==> config.mk <==
export PLATFORM = sky130hd
export DESIGN_NAME = vga_timing
export DESIGN_NICKNAME = d
export VERILOG_FILES = /design/src/rtl/vga_pkg.sv /design/src/rtl/vga_axis.sv /design/src/rtl/vga_timing.sv
export SDC_FILE = /design/constraint.sdc
export NUM_CORES = 1
export LEC_CHECK = 0
export CAP_MARGIN = 5
export CELL_PAD_IN_SITES_DETAIL_PLACEMENT = 1
export CELL_PAD_IN_SITES_GLOBAL_PLACEMENT = 1
export CORE_ASPECT_RATIO = 1.75
export CORE_MARGIN = 3
export CORE_UTILIZATION = 30
export CTS_CLUSTER_SIZE = 24
export DETAILED_ROUTE_END_ITERATION = 8
export GPL_TIMING_DRIVEN = 0
export PLACE_DENSITY_LB_ADDON = 0.1
export SLEW_MARGIN = 20
export SYNTH_ARGS = -nofsm -noshare
export SYNTH_HDL_FRONTEND = slang
export SYNTH_SLANG_ARGS = --single-unit
==> constraint.sdc <==
create_clock -name clk -period 3.3 [get_ports clk]
set_clock_uncertainty 0.2 [all_clocks]
set_input_delay 0.33 -clock clk [delete_from_list [all_inputs] [get_ports clk]]
set_output_delay 0.33 -clock clk [all_outputs]
set_load 0.01 [all_outputs]
==> src/rtl/vga_pkg.sv <==
// Shared types and default 800x600@72 (50 MHz pixel clock) timing for the
// VGA timing generator and its per-axis counters.
package vga_pkg;

  typedef logic [10:0] coord_t;

  // Largest total line/frame length the 11-bit coordinate can represent.
  localparam int unsigned COORD_LIMIT = 2048;

  localparam int unsigned H_DISP_DEF = 800;
  localparam int unsigned H_FP_DEF   = 56;
  localparam int unsigned H_SYNC_DEF = 120;
  localparam int unsigned H_BP_DEF   = 64;
  localparam int unsigned V_DISP_DEF = 600;
  localparam int unsigned V_FP_DEF   = 37;
  localparam int unsigned V_SYNC_DEF = 6;
  localparam int unsigned V_BP_DEF   = 23;
  localparam bit          SYNC_POL_DEF = 1'b1;

  typedef enum logic [1:0] {
    DISPLAY,
    FRONT,
    SYNC,
    BACK
  } axis_phase_t;

  function automatic int unsigned axis_total(input int unsigned disp,
                                             input int unsigned fp,
                                             input int unsigned sync_len,
                                             input int unsigned bp);
    return disp + fp + sync_len + bp;
  endfunction

endpackage

==> src/rtl/vga_axis.sv <==
// One scan axis (horizontal or vertical): a wrapping position counter that
// classifies its next value into display/front/sync/back phases and
// registers the sync level so it lines up with the registered count.
// o_next / o_active describe the value loaded on the coming edge, letting
// the top register its own flags with zero latency relative to the count.
module vga_axis
  import vga_pkg::*;
#(
  parameter int unsigned DISP_LEN = H_DISP_DEF,
  parameter int unsigned FP_LEN   = H_FP_DEF,
  parameter int unsigned SYNC_LEN = H_SYNC_DEF,
  parameter int unsigned BP_LEN   = H_BP_DEF,
  parameter bit          SYNC_POL = SYNC_POL_DEF
) (
  input  logic   i_clk,
  input  logic   i_reset,
  input  logic   i_advance,
  output coord_t o_count,
  output coord_t o_next,
  output logic   o_sync,
  output logic   o_active,
  output logic   o_wrap
);

  localparam int unsigned TOTAL = axis_total(DISP_LEN, FP_LEN, SYNC_LEN, BP_LEN);

  localparam coord_t C_LAST       = coord_t'(TOTAL - 1);
  localparam coord_t C_FP_START   = coord_t'(DISP_LEN);
  localparam coord_t C_SYNC_START = coord_t'(DISP_LEN + FP_LEN);
  localparam coord_t C_BP_START   = coord_t'(DISP_LEN + FP_LEN + SYNC_LEN);

  coord_t      r_count;
  logic        r_sync;
  coord_t      w_next;
  axis_phase_t w_phase;
  logic        w_terminal;

  assign w_terminal = (r_count == C_LAST);

  // Next count: hold unless advancing, wrap from the terminal count to zero.
  always_comb begin
    w_next = r_count;
    if (i_advance) begin
      w_next = w_terminal ? '0 : r_count + coord_t'(1);
    end
  end

  // Phase of the value about to be loaded.
  always_comb begin
    if (w_next < C_FP_START) begin
      w_phase = DISPLAY;
    end else if (w_next < C_SYNC_START) begin
      w_phase = FRONT;
    end else if (w_next < C_BP_START) begin
      w_phase = SYNC;
    end else begin
      w_phase = BACK;
    end
  end

  // Position and sync registers; reset parks the axis on its last back-porch slot.
  always_ff @(posedge i_clk) begin
    if (i_reset) begin
      r_count <= C_LAST;
      r_sync  <= ~SYNC_POL;
    end else begin
      r_count <= w_next;
      r_sync  <= (w_phase == SYNC) ? SYNC_POL : ~SYNC_POL;
    end
  end

  assign o_count  = r_count;
  assign o_next   = w_next;
  assign o_sync   = r_sync;
  assign o_active = (w_phase == DISPLAY);
  assign o_wrap   = i_advance & w_terminal;

endmodule

==> src/rtl/vga_timing.sv <==
// VGA raster timing generator: spot coordinates, HSYNC/VSYNC, blanking and
// one-cycle SOF/EOF frame delimiters, all registered and aligned to the
// spotX/spotY pair of the same cycle.
// Optional: define VGA_TIMING_FRAME_CNT_EN to add the 16-bit frame_cnt output,
// which steps on the cycle after EOF.
module vga_timing
  import vga_pkg::*;
#(
  parameter int unsigned HDISP    = H_DISP_DEF,
  parameter int unsigned HFP      = H_FP_DEF,
  parameter int unsigned HSYNC    = H_SYNC_DEF,
  parameter int unsigned HBP      = H_BP_DEF,
  parameter int unsigned VDISP    = V_DISP_DEF,
  parameter int unsigned VFP      = V_FP_DEF,
  parameter int unsigned VSYNC    = V_SYNC_DEF,
  parameter int unsigned VBP      = V_BP_DEF,
  parameter bit          SYNC_POL = SYNC_POL_DEF
) (
  input  logic        clk,
  input  logic        reset,
  output logic [10:0] spotX,
  output logic [10:0] spotY,
  output logic        hsync,
  output logic        vsync,
  output logic        blank,
  output logic        SOF,
  output logic        EOF
`ifdef VGA_TIMING_FRAME_CNT_EN
  ,
  output logic [15:0] frame_cnt
`endif
);

  localparam int unsigned HTOTAL = axis_total(HDISP, HFP, HSYNC, HBP);
  localparam int unsigned VTOTAL = axis_total(VDISP, VFP, VSYNC, VBP);

  localparam coord_t C_X_LAST_VIS = coord_t'(HDISP - 1);
  localparam coord_t C_Y_LAST_VIS = coord_t'(VDISP - 1);

  generate
    if (HTOTAL > COORD_LIMIT) begin : g_htotal_chk
      $error("vga_timing: HTOTAL exceeds 11-bit coordinate range");
    end
    if (VTOTAL > COORD_LIMIT) begin : g_vtotal_chk
      $error("vga_timing: VTOTAL exceeds 11-bit coordinate range");
    end
  endgenerate

  coord_t w_h_count, w_h_next, w_v_count, w_v_next;
  logic   w_h_sync, w_h_active, w_h_wrap;
  logic   w_v_sync, w_v_active, w_v_wrap;

  logic   r_blank;
  logic   r_sof;
  logic   r_eof;

  vga_axis #(
    .DISP_LEN (HDISP),
    .FP_LEN   (HFP),
    .SYNC_LEN (HSYNC),
    .BP_LEN   (HBP),
    .SYNC_POL (SYNC_POL)
  ) u_h_axis (
    .i_clk     (clk),
    .i_reset   (reset),
    .i_advance (1'b1),
    .o_count   (w_h_count),
    .o_next    (w_h_next),
    .o_sync    (w_h_sync),
    .o_active  (w_h_active),
    .o_wrap    (w_h_wrap)
  );

  vga_axis #(
    .DISP_LEN (VDISP),
    .FP_LEN   (VFP),
    .SYNC_LEN (VSYNC),
    .BP_LEN   (VBP),
    .SYNC_POL (SYNC_POL)
  ) u_v_axis (
    .i_clk     (clk),
    .i_reset   (reset),
    .i_advance (w_h_wrap),
    .o_count   (w_v_count),
    .o_next    (w_v_next),
    .o_sync    (w_v_sync),
    .o_active  (w_v_active),
    .o_wrap    (w_v_wrap)
  );

  // Frame flags from the next position; a vertical wrap means the next spot is (0,0).
  always_ff @(posedge clk) begin
    if (reset) begin
      r_blank <= 1'b1;
      r_sof   <= 1'b0;
      r_eof   <= 1'b0;
    end else begin
      r_blank <= ~(w_h_active & w_v_active);
      r_sof   <= w_v_wrap;
      r_eof   <= (w_h_next == C_X_LAST_VIS) && (w_v_next == C_Y_LAST_VIS);
    end
  end

  assign spotX = w_h_count;
  assign spotY = w_v_count;
  assign hsync = w_h_sync;
  assign vsync = w_v_sync;
  assign blank = r_blank;
  assign SOF   = r_sof;
  assign EOF   = r_eof;

`ifdef VGA_TIMING_FRAME_CNT_EN
  logic [15:0] r_frame_cnt;

  // Completed-frame counter, stepped one cycle after the EOF pulse.
  always_ff @(posedge clk) begin
    if (reset) begin
      r_frame_cnt <= '0;
    end else if (r_eof) begin
      r_frame_cnt <= r_frame_cnt + 16'd1;
    end
  end

  assign frame_cnt = r_frame_cnt;
`endif

endmodule

### After elaboration in Yosys (flattened, before gate mapping)

Cells that the tools add are included.

* register bits: 27
* bits in latches: 0
* memory bits (writable): 0
* ROM bits: 0
* input bits: 2
* output and inout port bits: 27
* logic and storage cells: 38
* memories kept: 0

* add/sub/neg operators: 2
* multiply operators: 0
* div/mod/pow operators: 0
* magnitude comparators: 6
* equality and inequality tests: 6
* shift-type cells: 0
* muxes and demuxes: 11
* bitwise gates (word level): 3
* reduce and logical (&&, ||, !) cells: 3

Operators with widths (number)
* 11-bit by 10-bit < comparator with 1-bit output, second input constant: 6
* 11-bit by 10-bit == test with 1-bit output, second input constant: 3
* 11-bit 2-to-1 mux: 3
* 11-bit by 1-bit adder with 11-bit output, second input constant: 2
* 11-bit == test, second input constant: 1
* 2-bit 2-to-1 mux: 4
* 2-bit == test, second input constant: 2
* 2-bit logical NOT: 2
* 1-bit 2-to-1 mux: 4
* 1-bit AND: 2
* 1-bit logical AND: 1
* 1-bit inverter: 1

### Logic depth before layout (Yosys ltp)

* depth in word-level cells: 10
* depth in mapped cells: 10
* depth with buffers taken out: 9

### Hierarchy

From an unflattened synthesis, not the netlist that was laid out.

* cell total of the unflattened synthesis: 227
* area total of the unflattened synthesis: 1920.6 um^2

Modules (own cells, without submodules)
* vga_axis (u_v_axis): times used 1, cells each 113, area each 899.6 um^2, seq. area each 240.2 um^2
* vga_axis (u_h_axis): times used 1, cells each 100, area each 867.1 um^2, seq. area each 240.2 um^2
* vga_timing: times used 1, cells each 14, area each 153.9 um^2, seq. area each 60.1 um^2

### Worst setup path after synthesis

No wires, ideal clock.

* kind: register to register
* start point: register u_h_axis.r_count[0] (netlist: u_h_axis.o_count[0])
* end point: register u_v_axis.r_sync (netlist: u_v_axis.o_sync)
* setup time: 58 ps
* data arrival time: 2204 ps
* data required time: 3042 ps
* slack: 838 ps
* stages on the path, launching flop included: 10
* buffers on the path: 1
* period minus slack after synthesis: 2462 ps
* cell sequence: dfxtp_1 -> ha_1 -> clkbuf_2 -> and4b_1 -> nand3_2 -> nor3_2 -> xnor2_1 -> or4_1 -> nor3_1 -> o21a_1

* cells in the longest elaborated chain, start to end: 8
* elaborated cells between the ends (all ways): 10
* those cells by class: order compare (3); eq/ne (2); mux (5)

Ends and longest elaborated chain
* start: declaration: RTL line vga_axis.sv:32 `coord_t r_count;`
* start signal: assignment: RTL line vga_axis.sv:67 `r_count <= w_next;`
* 11-bit == test (*): RTL line vga_axis.sv:38 `assign w_terminal = (r_count == C_LAST);`
* 11-bit 2-to-1 mux (*): RTL line vga_axis.sv:43 `if (i_advance) begin`
* 11-bit by 10-bit < comparator with 1-bit output: RTL line vga_axis.sv:54 `end else if (w_next < C_BP_START) begin`
* 1-bit 2-to-1 mux: RTL line vga_axis.sv:54
* 2-bit 2-to-1 mux: RTL line vga_axis.sv:52 `end else if (w_next < C_SYNC_START) begin`
* 2-bit 2-to-1 mux (*): RTL line vga_axis.sv:50 `if (w_next < C_FP_START) begin`
* 2-bit == test (*): RTL line vga_axis.sv:68 `r_sync <= (w_phase == SYNC) ? SYNC_POL : ~SYNC_POL;`
* 1-bit 2-to-1 mux (*): RTL line vga_axis.sv:68
* end signal: assignment: RTL line vga_axis.sv:65 `r_sync <= ~SYNC_POL;`
* end signal: assignment: RTL line vga_axis.sv:68
* end: declaration: RTL line vga_axis.sv:33 `logic r_sync;`

Every way passes the cells marked *; elsewhere a longest branch is shown, timed or not.
A chain may end at the register's enable or synchronous reset.

### Final worst setup path

* start point: register u_h_axis.r_count[0] (netlist: u_h_axis.o_count[0])
* end point: register r_eof (netlist: EOF)

* cells in the longest elaborated chain, start to end: 4
* elaborated cells between the ends (all ways): 7
* those cells by class: add/sub (1); eq/ne (3); mux (2); reduce/logical (1)

Ends and longest elaborated chain
* 11-bit by 1-bit adder with 11-bit output / 11-bit == test (equally long branches): RTL line vga_axis.sv:44, vga_axis.sv:38
* 11-bit 2-to-1 mux (on tied branches): RTL line vga_axis.sv:44, vga_axis.sv:43
* 11-bit by 10-bit == test with 1-bit output: RTL line vga_timing.sv:100 `r_eof <= (w_h_next == C_X_LAST_VIS) && (w_v_next == C_Y_LAST_VIS);`
* 1-bit logical AND (*): RTL line vga_timing.sv:100
* end signal: assignment: RTL line vga_timing.sv:100
* end: declaration: RTL line vga_timing.sv:55 `logic r_eof;`

Marked as above.

==> results.sh <==
export IMPL_grt_most_used_layer="met2"
export IMPL_powerDensity_nw_per_um2=764
export IMPL_start_kind="register"
export IMPL_p_total_mw=1.45
export IMPL_fp_dieH_um=99.6
export IMPL_power_switching_uw=629
export IMPL_synth_compound_area_frac=0.155
export IMPL_synthTopCellsByArea="dfxtp_1 (36%), nor2_1 (4.7%), a21oi_1 (4.7%)"
export IMPL_cts_root_buf="clkbuf_8"
export IMPL_drtIter0Drc=59
export IMPL_setup_violations=0
export IMPL_yosys_area_top_type="dfxtp_1"
export IMPL_ctsResizeCount=0
export IMPL_synthFlopType="dfxtp_1"
export IMPL_netlist_area_um2=1500
export IMPL_ctsLongestPathBuffers=2
export IMPL_ys_warnings_count=0
export IMPL_switching_share=0.434
export IMPL_postCtsSetupRepairBufs=0
export IMPL_cp_max_fo=10
export IMPL_fillers=584
export IMPL_core_rowCount=33
export IMPL_min_period_over_period=0.851
export IMPL_cp_arrival_ps=2790
export IMPL_ios=29
export IMPL_hold_violations=0
export IMPL_tightest_slew_ps=591
export IMPL_nets=224
export IMPL_crit_required_ps=3290
export IMPL_synth_commonest_cells="dfxtp_1 (27), nor2_1 (19), nand2_1 (15)"
export IMPL_crit_chain="ha_1 > clkbuf_2 > and4b_1 > nand3_2 > clkbuf_1 > or3_1 > o21ai_0 > nand2_1 > o31a_1 > nor4_1"
export IMPL_synthXorXnorAreaFrac=0.0699
export IMPL_muxShareOfSynthArea=0.0133
export IMPL_yosysUniqueCellTypes=44
export IMPL_tritoncts="done"
export IMPL_synthToLayoutAreaGrowth_pct=26.1
export IMPL_cts_hold_buf=0
export IMPL_first_global_vias=1638
export IMPL_finish_utilization=0.399
export IMPL_yosys_register_bits=27
export IMPL_viasPerCell=5.63
export IMPL_clkPwrFrac=0.134
export IMPL_gp_congestion=0.796
export IMPL_synth_top_cell_area_share=0.360
export IMPL_synth_top_family_by_area="simple AND/OR/NAND/NOR gates"
export IMPL_p_int_uw=819
export IMPL_clock_fmax_mhz=356
export IMPL_multi_input_area_um2=903
export IMPL_cpMaxStageDelayCell="or3_1"
export IMPL_clkSlewWorstSetupHoldPaths_ps=100
export IMPL_grt_util_met3=0.0195
export IMPL_placed_area_um2=1850
export IMPL_syn_inst=186
export IMPL_use_met1=0.197
export IMPL_drt_wl_total_um=4550
export IMPL_grt_pass1_wl_um=7860
export IMPL_synth_simple_area_share=0.338
export IMPL_cts_sinks=27
export IMPL_seqPwrFrac=0.329
export IMPL_htreeDepth=1
export IMPL_clk_insertion_delay_late_ps=280
export IMPL_yosysMostFrequentCell="dfxtp_1"
export IMPL_setup_tns_ps=0
export IMPL_status="completed"
export IMPL_grt_usage=0.171
export IMPL_p_leak_nw=0.697
export IMPL_antenna_found_initial=0
export IMPL_core_um2=4750
export IMPL_slew_headroom=0.606
export IMPL_num_vias=1519
export IMPL_ir_worst_vdd_mv=0.407
export IMPL_syn_nets=191
export IMPL_rr_worst_depth=10
export IMPL_regArea_um2=541
export IMPL_rsz0062_at_grt="false"
export IMPL_drive_above_1_share=0.0550
export IMPL_dr_pass1_iters=4
export IMPL_synth_edf_count=0
export IMPL_hold_path_class="reg -> reg"
export IMPL_fin_area_um2=1890
export IMPL_post_drt_wl_per_cell_um=16.8
export IMPL_path_class="reg -> reg"
export IMPL_hpwl_um=3550
export IMPL_start_util=0.316
export IMPL_cap_violations=0
export IMPL_ant_nets=0
export IMPL_grt_remaining_overflow=0
export IMPL_grt_max_degree=16
export IMPL_instances_no_fill=270
export IMPL_ys_seq_area_frac=0.360
export IMPL_holdPathStages=1
export IMPL_synthAdderAreaFrac=0.0250
export IMPL_layout_min_cycle_time_ps=2810
export IMPL_avgSynthCellArea_um2=8.08
export IMPL_drc=0
export IMPL_port_buffers=28
export IMPL_maxSlewViolCount=0
export IMPL_n_antenna_cell=0
export IMPL_die_area_um2=5930
export IMPL_p_comb_frac=0.538
export IMPL_ys_async_sr_fraction=0
export IMPL_placed_cells=266
export IMPL_die_w_um=59.5
export IMPL_use_met2=0.306
export IMPL_max_stage_delay_ps=450
export IMPL_end_kind="register"
export IMPL_cts_inserted_buffers=3
## stage by stage
stage               worst slack, ps  hold WS [ps]
floorplan                       838           208
global placement                527           286
detailed placement              469           306
CTS                             447           330
global route                    185           382
finish                          493           323
## final timing paths
path / startpoint / end / slack, ps
setup / recovery: u_h_axis.o_count[0] / EOF / 490
setup reg to reg: u_h_axis.o_count[0] / EOF / 490
hold reg to reg: u_h_axis.o_count[0] / u_h_axis.o_count[0] / 320
hold / removal: u_h_axis.o_count[0] / u_h_axis.o_count[0] / 320
## layer usage
layer / vias up / share of wire
li1: 731 / -
met1: 741 / 0.39
met2: 36 / 0.55
met3: 11 / 0.029
met4: 0 / 0.032
met5: - / 0
## logic make-up (layout without fill, tap and decap cells)
logic type | Yosys count | in the layout
xor+xnor | 12 | 12
mux | 2 | 2
compound gates | 38 | 38
flops | 27 | 27
fa+ha+maj | 3 | 3
simple gates | 89 | 89
buf+inv | 15 | 47
## critical path, delay by kind of cell, from the launching register on
family | cells | cell delay (ps)
AOI/OAI and AO/OA | 2 | 320
buffers and inverters | 2 | 470
and+or+nand+nor | 5 | 1150
DFF | 1 | 410
adders and majority gates | 1 | 160
## flip-flops by register name, indices dropped and copies added, names as in the netlist
signal,count
SOF,1
EOF,1
u_v_axis.o_count,11
blank,1
u_v_axis.o_sync,1
u_h_axis.o_sync,1
u_h_axis.o_count,11
## layout make-up
| cell class | count | share of cell area |
|---|---|---|
| timing repair buffer | 28 | 0.148 |
| multi-input combinational | 144 | 0.477 |
| inverter | 6 | 0.0119 |
| buffer | 9 | 0.0192 |
| clock buffer | 3 | 0.0218 |
| tap | 52 | 0.0343 |
| sequential | 27 | 0.285 |
| clock inverter | 1 | 0.00264 |
## power by group through the flow
stage	Combinational [mW]	Clock (mW)	Sequential [mW]
after floorplan	0.464	0	0.496
after global placement	0.774	0	0.479
after detailed placement	0.784	0	0.485
after CTS	0.790	0.204	0.478
after global routing	0.876	0.218	0.490
final	0.778	0.194	0.476
## layout by cell type, fill, tap and decap left out, types with 3 or more instances in the layout
cell and count:
nand4_1 6, or3_1 4, clkdlybuf4s50_1 28, ha_1 3, clkbuf_8 3, clkbuf_1 7, o21ai_0 8, nand3_1 10
a21oi_1 14, nor2_1 19, xnor2_1 4, nand3b_1 3, dfxtp_1 27, and3_1 3, inv_1 6, nand2b_1 3
and2_1 4, nor3_1 6, nand2_1 15, xor2_1 8
Power figures use the tool's default switching activity.
==> edit: new RTL, same settings <==
Register the outputs `spotX`, `spotY`, `hsync` and `vsync`, with the module's reset; this adds one clock of latency there. The other outputs are not delayed to match. Comments in the files are not updated.
--- a/src/rtl/vga_timing.sv
+++ b/src/rtl/vga_timing.sv
@@ -101,10 +101,19 @@
     end
   end
 
-  assign spotX = w_h_count;
-  assign spotY = w_v_count;
-  assign hsync = w_h_sync;
-  assign vsync = w_v_sync;
+  always_ff @(posedge clk) begin
+    if (reset) begin
+      spotX <= '0;
+      spotY <= '0;
+      hsync <= '0;
+      vsync <= '0;
+    end else begin
+      spotX <= w_h_count;
+      spotY <= w_v_count;
+      hsync <= w_h_sync;
+      vsync <= w_v_sync;
+    end
+  end
   assign blank = r_blank;
   assign SOF   = r_sof;
   assign EOF   = r_eof;
Formal check against the unedited RTL: not equivalent (Yosys sat finds a counterexample within 4 cycles, from zero or initial values and one cycle with reset high).
==> edit against the original RTL <==
  * Non-clock buffer count increased by 14
  * Synthesized area is 55% higher
  * Setup slack got worse by 0.37 ns
  * Sequential cell count increased by 24
  * Cell area increased by 54%
  * Wire length grew 53%
  * Total power rose by 82%
  * Final cell count grew 45%
  * Largest power group unchanged
==> edit: results (changes against the original RTL) <==
dpl cell area - 0.002720 mm² (was 0.001848 mm²)
clk buf depth - 2 (unchanged)
register area share after synthesis - 43.78% (was 35.97%)
Vias - 2,076 (was 1,519)
crit-path max FO - 8 (was 10)
Setup WS pre-CTS - -0.2930 ns (was 0.4690 ns)
ys async rst share - 0% (unchanged)
Peak supply drop - 0.3276 mV (was 0.4070 mV)
post-DP HPWL - 5.165 mm (was 3.551 mm)
Clk Latency, worst-skew pair - 0.29 ns
Commonest cells post-synth - 51 x dfxtp_1, 23 x nor2b_1, 20 x nor2_1 (was 27 x dfxtp_1, 19 x nor2_1, 15 x nand2_1)
global placer's final weighted congestion - 0.7920 (was 0.7955)
post-synth net total - 272 (was 191)
nets@finish - 309 (was 224)
final setup violation count - 0 (unchanged)
Leak - 1.052 nW (was 0.6972 nW)
first-pass GRT wire length - 11.22 mm (was 7.859 mm)
Initial DRC Count - 76 (was 59)
Tightest Pin Transition - 0.6320 ns (was 0.5907 ns)
GR Util All Layers - 16.88% (was 17.06%)
Hold Path Class - flop to flop (unchanged)
outcome - completed (unchanged)
drt pass-1 iters - 4 (unchanged)
Ys Warns - 0 (unchanged)
root buffer cell - clkbuf_16 (was clkbuf_8)
antenna cells - 0 (unchanged)
antenna violations before repair - 0 (unchanged)
ys flop type - dfxtp_1 (unchanged)
IO buf count - 28 (unchanged)
fill cell count - 899 (was 584)
H-tree level count - 2 (was 1)
Inserted Clock Buffers - 5 (was 3)
pin count of the biggest net entering global routing - 15 (was 16)
wire per inst - 17.82 µm (was 16.83 µm)
vias in the first global route - 2,182 (was 1,638)
Netlist cell types - 52 (was 44)
clk slew on worst S/H paths - 0.06 ns (was 0.10 ns)
share of cells above drive strength 1 - 11.48% (was 5.505%)
top cells by area, synth - dfxtp_1 44%, nor2b_1 6.2%, nor2_1 3.2%, nand3_1 3.0%, a21oi_1 2.8% (was dfxtp_1 36%, nor2_1 4.7%, a21oi_1 4.7%, xor2_1 4.7%, nand2_1 3.7%)
## edit: cell types whose count changed after synthesis, moves of 4 or more
cell / delta
nor2b_1: +23
a31oi_1: +4
clkbuf_1: +10
dfxtp_1: +24
nand3_1: +4
## edit: path summary, 6_finish.rpt
kind                                          start              end  slack, ns  depth (start not counted)
worst max register to register  u_h_axis.o_count[8]  u_v_axis.o_sync       0.12                          8
worst min register to register      u_v_axis.o_sync            vsync       0.25                          1
worst max-delay path            u_h_axis.o_count[8]  u_v_axis.o_sync       0.12                          8
worst min-delay path                u_v_axis.o_sync            vsync       0.25                          1
## edit: cell families after synthesis
kind of cell / count (synthesis) / synth area share (%)
simple gates: 123 / 30.90
flops: 51 / 43.78
compound gates: 48 / 13.36
buf+inv: 26 / 4.238
xor+xnor: 14 / 5.258
fa+ha+maj: 3 / 1.610
mux: 2 / 0.8584
## edit: final cells by class
class                      instances  area [µm²]  area share [%]
multi-input combinational        190        1260           43.07
buffer                            21       83.83           2.866
timing repair buffer              30       295.3           10.09
sequential                        51        1022           34.94
tap                               86       107.6           3.678
inverter                           5       18.77          0.6416
clock buffer                       7       132.6           4.534
clock inverter                     1       5.005          0.1711
## edit: worst max-delay path: stages, from the launching register on
cell and delay (ns):
dfxtp_2 0.37, or4b_1 0.50, buf_2 0.20, or4_4 0.46, or3_1 0.38, o21ai_2 0.12, nand2_2 0.08, or4_1 0.53
a221oi_2 0.24
## edit: power breakdown
group          total (W)  switching [W]  internal (W)
Sequential      0.000809      0.0000674      0.000741
Clock           0.000492       0.000212      0.000280
Combinational    0.00133       0.000789      0.000539
## edit: metrics by stage
step	TNS [ns]	std cells
after floorplan	0	267
after CTS	0	391
final	0	391
after global placement	-0.2822	381
after global routing	0	391
after detailed placement	-0.2930	381
## edit: metal layers
metal | up-vias | global-route usage, % | routed length (µm)
met1 | 1018 | 16.93 | 2590
met2 | 31 | 32.30 | 3976
li1 | 1012 | - | -
met4 | 0 | 8.314 | 259
met5 | - | 0 | 0
met3 | 15 | 2.787 | 142
## edit: timing repair
action                                 in CTS  in global routing
resized for setup                           2                 15
buffers inserted                            2                  0
pin swaps                                   2                  1
endpoints found under the hold margin       0                  0
setup endpoints to repair                   1                  3
hold buffers                                0                  0
